**src/rtl/s2p_receiver.sv**
```systemverilog
// rtl/s2p_receiver.sv - nibble-serial to 32-bit parallel receiver (optional parity via S2P_PARITY_EN)
module s2p_receiver (
  input  logic       CLK,
  input  logic       reset,
  input  logic       ENB,
  input  logic       frame_start,
  input  logic [3:0] data_in,
  output logic [7:0] D3,
  output logic [7:0] D2,
  output logic [7:0] D1,
  output logic [7:0] D0,
  output logic       valid,
  output logic [2:0] sel,
  output logic       busy,
  output logic       frame_err,
  output logic       err_par
);

  typedef enum logic [1:0] {
    ST_IDLE  = 2'd0,
    ST_SHIFT = 2'd1,
    ST_PAR   = 2'd2
  } state_t;

  // Without parity the eighth nibble is appended straight into the output
  // word, so only seven nibbles (28 bits) ever need to sit in the shifter.
`ifdef S2P_PARITY_EN
  localparam int SHIFT_W = 32;
`else
  localparam int SHIFT_W = 28;
`endif

  state_t               r_state;
  state_t               w_next_state;
  logic [SHIFT_W-1:0]   r_shift;
  logic [2:0]           r_sel;
  logic [31:0]          r_word;
  logic                 r_valid;
  logic                 r_frame_err;
`ifdef S2P_PARITY_EN
  logic [3:0]           r_par;
  logic                 r_err_par;
`endif

  logic                 w_start;
  logic                 w_final;
  logic                 w_abort;
  logic                 w_shift;

  // State register
  always_ff @(posedge CLK) begin
    if (reset) begin
      r_state <= ST_IDLE;
    end else begin
      r_state <= w_next_state;
    end
  end

  // Next-state decode; a frame_start on the completing nibble is not an abort
  always_comb begin
    w_next_state = r_state;
    if (ENB) begin
      case (r_state)
        ST_IDLE: begin
          if (frame_start) w_next_state = ST_SHIFT;
        end
        ST_SHIFT: begin
          if (frame_start && !w_final) begin
            w_next_state = ST_SHIFT;
          end else if (r_sel == 3'd7) begin
`ifdef S2P_PARITY_EN
            w_next_state = ST_PAR;
`else
            w_next_state = ST_IDLE;
`endif
          end
        end
        ST_PAR:  w_next_state = ST_IDLE;
        default: w_next_state = ST_IDLE;
      endcase
    end
  end

  // Control decode: which datapath action this enabled cycle performs
  always_comb begin
    w_start = ENB && (r_state == ST_IDLE) && frame_start;
`ifdef S2P_PARITY_EN
    w_final = ENB && (r_state == ST_PAR);
`else
    w_final = ENB && (r_state == ST_SHIFT) && (r_sel == 3'd7);
`endif
    w_abort = ENB && frame_start && (r_state != ST_IDLE) && !w_final;
    w_shift = ENB && (r_state == ST_SHIFT) && !w_abort;
  end

  // Datapath: shifter, nibble index, output word and one-cycle strobes
  always_ff @(posedge CLK) begin
    if (reset) begin
      r_shift     <= '0;
      r_sel       <= 3'd0;
      r_word      <= 32'd0;
      r_valid     <= 1'b0;
      r_frame_err <= 1'b0;
`ifdef S2P_PARITY_EN
      r_par       <= 4'd0;
      r_err_par   <= 1'b0;
`endif
    end else begin
      r_valid     <= 1'b0;
      r_frame_err <= 1'b0;
      if (w_start || w_abort) begin
        // The current nibble is nibble 0 of a fresh frame either way
        r_shift     <= {{(SHIFT_W-4){1'b0}}, data_in};
        r_sel       <= 3'd1;
        r_frame_err <= w_abort;
`ifdef S2P_PARITY_EN
        r_par       <= data_in;
`endif
      end else if (w_shift) begin
        r_shift <= {r_shift[SHIFT_W-5:0], data_in};
        r_sel   <= r_sel + 3'd1;
`ifdef S2P_PARITY_EN
        r_par   <= r_par ^ data_in;
`else
        if (w_final) begin
          r_word  <= {r_shift, data_in};
          r_valid <= 1'b1;
        end
`endif
      end
`ifdef S2P_PARITY_EN
      else if (w_final) begin
        r_word    <= r_shift;
        r_valid   <= 1'b1;
        r_err_par <= (data_in != r_par);
      end
`endif
    end
  end

  assign D3        = r_word[31:24];
  assign D2        = r_word[23:16];
  assign D1        = r_word[15:8];
  assign D0        = r_word[7:0];
  assign valid     = r_valid;
  assign sel       = r_sel;
  assign busy      = (r_state != ST_IDLE);
  assign frame_err = r_frame_err;
`ifdef S2P_PARITY_EN
  assign err_par   = r_err_par;
`else
  assign err_par   = 1'b0;
`endif

endmodule

```
**config.mk**
```make
export PLATFORM = sky130hd
export DESIGN_NAME = s2p_receiver
export DESIGN_NICKNAME = d
export VERILOG_FILES = /design/src/rtl/s2p_receiver.sv
export SDC_FILE = /design/constraint.sdc
export NUM_CORES = 1
export LEC_CHECK = 0
export CAP_MARGIN = 10
export CORE_MARGIN = 8
export CORE_UTILIZATION = 54
export CTS_CLUSTER_DIAMETER = 150
export DETAILED_ROUTE_END_ITERATION = 10
export GPL_TIMING_DRIVEN = 1
export PLACE_DENSITY_LB_ADDON = 0.25
export SLEW_MARGIN = 10
export SYNTH_ARGS = -nofsm -noshare
export SYNTH_HDL_FRONTEND = slang
export SYNTH_SLANG_ARGS = --single-unit
```
**constraint.sdc**
```tcl
create_clock -name CLK -period 2.11 [get_ports CLK]
set_input_delay 0.5275 -clock CLK [delete_from_list [all_inputs] [get_ports CLK]]
set_output_delay 0.5275 -clock CLK [all_outputs]
set_load 0.01 [all_outputs]
```
# --- Word-level counts from Yosys, hierarchy flattened ---
# Index checks and enable logic that the tools add are counted.
totals:
  in_bits: 8
  ff_bits: 67
  output_inout_bits: 39
classes:
  reduce_logical: 20
  bitwise_logic: 2
  n_eq_ne: 4
  n_addsub: 1
  mux: 9
ops:
  columns: ["cell", "count"]
  rows:
  - ["1-bit logical AND", 9]
  - ["4-bit 2-to-1 mux", 2]
  - ["2-bit 2-to-1 mux", 3]
  - ["3-bit AND reduction", 2]
  - ["2-bit one-hot mux with 2 select lines", 1]
  - ["2-bit nonzero test", 2]
  - ["2-bit OR reduction", 2]
  - ["3-bit by 1-bit adder with 3-bit output, second input constant", 1]
  - ["3-bit equality test, second input constant", 1]
  - ["1-bit 2-to-1 mux", 3]
  - ["3-bit by 2-bit inequality test with 1-bit output, second input constant", 1]
  - ["3-bit OR reduction", 1]
  - ["2-bit by 1-bit equality test with 1-bit output, second input constant", 1]
  - ["1-bit zero test", 2]
  - ["2-bit zero test", 1]
  - ["2-bit inequality test, second input constant", 1]
  - ["1-bit NOT", 2]
  - ["1-bit logical OR", 1]

# --- Depth between registers and ports, before layout ---
logic_depth:
  ltp_word: 9
  ltp_mapped: 7
  ltp_nobuf: 5

# --- Worst setup path after synthesis ---
# Ideal clock, no wire load.
synth_path:
  kind: "register -> register"
  start: "register r_sel[0], in the netlist sel[0]"
  end: "register r_word[18]"
  path_stages_with_launch: 7
  slack_ns: 0.653
  arrival_time_ns: 1.387
  period_less_slack_ns: 1.457
  cell_sequence: "dfxtp_1 ha_1 ha_1 nand3_1 clkbuf_1 nand2_1 a21oi_1"
synth_via:
  elab_chain_len: 7
  word_cells_on_any_way: 9
  classes_between: "eq/ne (1); bitwise (1); reduce/logical (7)"
synth_lines:
  columns: ["element", "line_no", "rtl"]
  rows:
  - ["start: declaration", "36", "logic [2:0] r_sel;"]
  - ["start signal: assignment", "121", "r_sel <= r_sel + 3'd1;"]
  - ["3-bit equality test (*)", "90", "w_final = ENB && (r_state == ST_SHIFT) && (r_sel == 3'd7);"]
  - ["1-bit logical AND (*)", "90", null]
  - ["1-bit zero test", "92", "w_abort = ENB && frame_start && (r_state != ST_IDLE) && !w_final;"]
  - ["1-bit logical AND", "92", null]
  - ["1-bit zero test or 1-bit logical OR (tied branches)", "93, 111", null]
  - ["1-bit logical AND or 1-bit NOT (tied branches)", null, null]
  - ["3-bit AND reduction (no line) (*)", null, null]
  - ["end signal: assignment", "126", "r_word <= {r_shift, data_in};"]
  - ["end: declaration", "37", "logic [31:0] r_word;"]
# Every way passes the cells marked *; elsewhere a longest branch is shown, timed or not.
# A chain may end at the register's enable or synchronous reset.

# --- Worst setup path in the final report ---
layout_path:
  start: "register r_state[0]"
  end: "output port busy"
layout_via:
  elab_chain_len: 1
layout_lines:
  columns: ["element", "line_no", "rtl"]
  rows:
  - ["start: declaration", "33", "state_t r_state;"]
  - ["start signal: assignment", "55", "r_state <= w_next_state;"]
  - ["2-bit nonzero test", "147", "assign busy = (r_state != ST_IDLE);"]
  - ["end: declaration", "14", "output logic busy,"]
# Every way passes these cells.

==> results.md <==
* Status: complete, no violations
* IO Pins at 47
* Crit-path slowest cell: clkdlybuf4s50_1
* Max-cap violations at 0
* Worst Hold Class: reg -> reg
* Worst path required time at 1.58 ns
* Sequential share of the synthesized area at 54.43%
* # rows at 24
* Inserted Clock Buffers at 9
* Worst vdd ir at 0.0005545 V
* Critical Path AT at approximately 1.4 ns
* Bufs and invs on worst path at 1
* Routed vias at 2126
* Synth warnings at 0
* CP max FO at 8
* DIE AREA at between 6000 and 7000 sq um
* Final setup viols at 0
* Most Crowded Layer GR: met2
* Pwr dens at roughly 800 nW/um^2
* Synth unique cells at 22
* Antenna Nets Post-Route at 0
* Core area at around 4400 sq um
* Mean post-synth cell area at 8.256 sq um
* CP Cell Sequence: clkdlybuf4s50_1
* First-pass DRT Iterations at 4
* DP HPWL at 3704 um
* CTS clock-pin slew for the worst setup and hold paths at about 0.070 ns
* GR Layer Usage met3 at slightly below 7%
* Drt wl/cell at 14.19 um
* Core Util, Final at 71.81%
* Global Route Usage Sum at 17.10%
* Delay-heaviest family, CP: buffers and inverters
* Total grt overflow at 0
* Global-route wire length before repair at 9936 um
* Most frequent cells in the layout: nand2_1, dfxtp_1, a21oi_1, clkdlybuf4s50_1, nand3_1
* Global routing usage on met2 at 26.17%
* RSZ-0062 raised after global routing: no
* Largest net degree at the start of global routing at 29
* Diodes inserted at 0
* CTS H-tree depth at 3
* Mapped Area at roughly 2400 sq um
* Fraction of layout cells with a size suffix above 1 at 9.091%
* Final clock skew at 0.009508 ns
* CP startpoint kind: register
* Vias in the first global route at between 2000 and 2500
* Met1 Use GR at approximately a fifth
* Slew Limit Fails at 0
* Post-CTS setup repair buffer count at 0
* CTS max path bufs at 2
* Initial antenna violation count at 0
* Final Hold Viols at 0
* Net Count, Synth at 304
* Min cycle time layout at 1.934 ns
* TritonCTS clock tree: done
* Routability cong. at 0.7904
* Synth Instances at 294
* DRC viols at 0
* Hold buffer count at cts at 0
* Pwr Total at 2551 uW
* Sink Count at 66
* CP max stage delay at roughly 0.6 ns
* Post-CTS Resized at 0
* Fmax at 516.9 MHz
* Iter 0 DRT Violations at 260
* Total Nets Final at between 300 and 400
* Initial core utilization at 55.75%
* Worst Setup End Kind: primary output
* FF+latch count, synth at between 60 and 70
* Horiz. Die Dim at between 80 and 90 um
* Die height at 83.05 um
* Setup tns final at 0 ns
* Vias per std cell at around 5.4
* Syn-to-layout area delta at 28.81%
* Crit path kind: reg -> out
* Final WL at around 5600 um
* Clk Latency, worst-skew pair at 0.34 ns
* Static leakage at 0.001046 uW
* IO buf count at 45
* Root Buffer: clkbuf_8
* Tcrit/Tclk final at 91.68%
cell type report:
| class | instances | area, sq um |
|---|---|---|
| Fill cell | 345 | 1227 |
| Multi-Input combinational cell | 201 | 964.7 |
| Clock buffer | 10 | 137.6 |
| Clock inverter | 6 | 90.09 |
| Sequential cell | 66 | 1321 |
| Tap cell | 52 | 65.06 |
| Timing Repair Buffer | 58 | 548.0 |
worst paths after layout:
check | from | to | slack [ns] | cells after the start
worst max-delay path | r_state[0] | busy | 0.18 | 1
worst min-delay path | r_word[8] | r_word[8] | 0.46 | 2
worst max register to register | sel[0] | r_shift[26] | 0.55 | 6
worst min register to register | r_word[8] | r_word[8] | 0.46 | 2
cells by family (layout without fill, tap and decap cells):
kind of cell,after synthesis,count (layout),share of synthesized area (%)
adders and majority gates,2,2,1.031
and+or+nand+nor,105,105,18.25
buffers and inverters,27,74,5.825
muxes,4,4,1.650
other,1,1,0.1545
DFF,66,66,54.43
AOI/OAI and AO/OA,89,89,18.66
registers in the layout, indices dropped and copies added (netlist names):
register   flops
r_word        32
r_shift       28
sel            3
frame_err      1
r_state        1
valid          1
cells in the mapped netlist (all sizes together):
library cell,count,area share (%)
a21oi,60,12
a31o,1,0.36
and2,1,0.26
and3,1,0.26
buf,17,4.3
clkbuf,10,1.5
conb,1,0.15
dfxtp,66,54
ha,2,1.0
mux2i,4,1.6
nand2,66,10
nand2b,1,0.26
nand3,27,5.6
nor2,5,0.77
nor2b,1,0.26
nor3,2,0.41
o21ai,28,5.9
or2,1,0.26
where the power goes:
part	total (uW)	leakage, uW	switching (uW)	internal, uW
Combinational	107	0.000413	67.0	39.6
Sequential	1260	0.000532	9.95	1250
Clock	1180	0.000101	485	696
Total	2550	0.00105	562	1990
layer usage:
layer,up-vias,wire length [um]
li1,1078,-
met4,0,117
met1,986,2571
met2,53,2562
met3,9,325
met5,-,0
per-stage QoR:
stage               instance area, sq um  setup WS (ns)  hold WS (ns)  std cells
finish                              3127         0.1756        0.4559        393
global route                        3127         0.1211        0.4838        393
CTS                                 3127         0.1638        0.4578        393
detailed placement                  2899         0.2084        0.4473        377
global placement                    2899         0.2597        0.4405        377
floorplan                           2427         0.6527        0.4284        294
No activity file was read; power rests on OpenSTA's default activity.
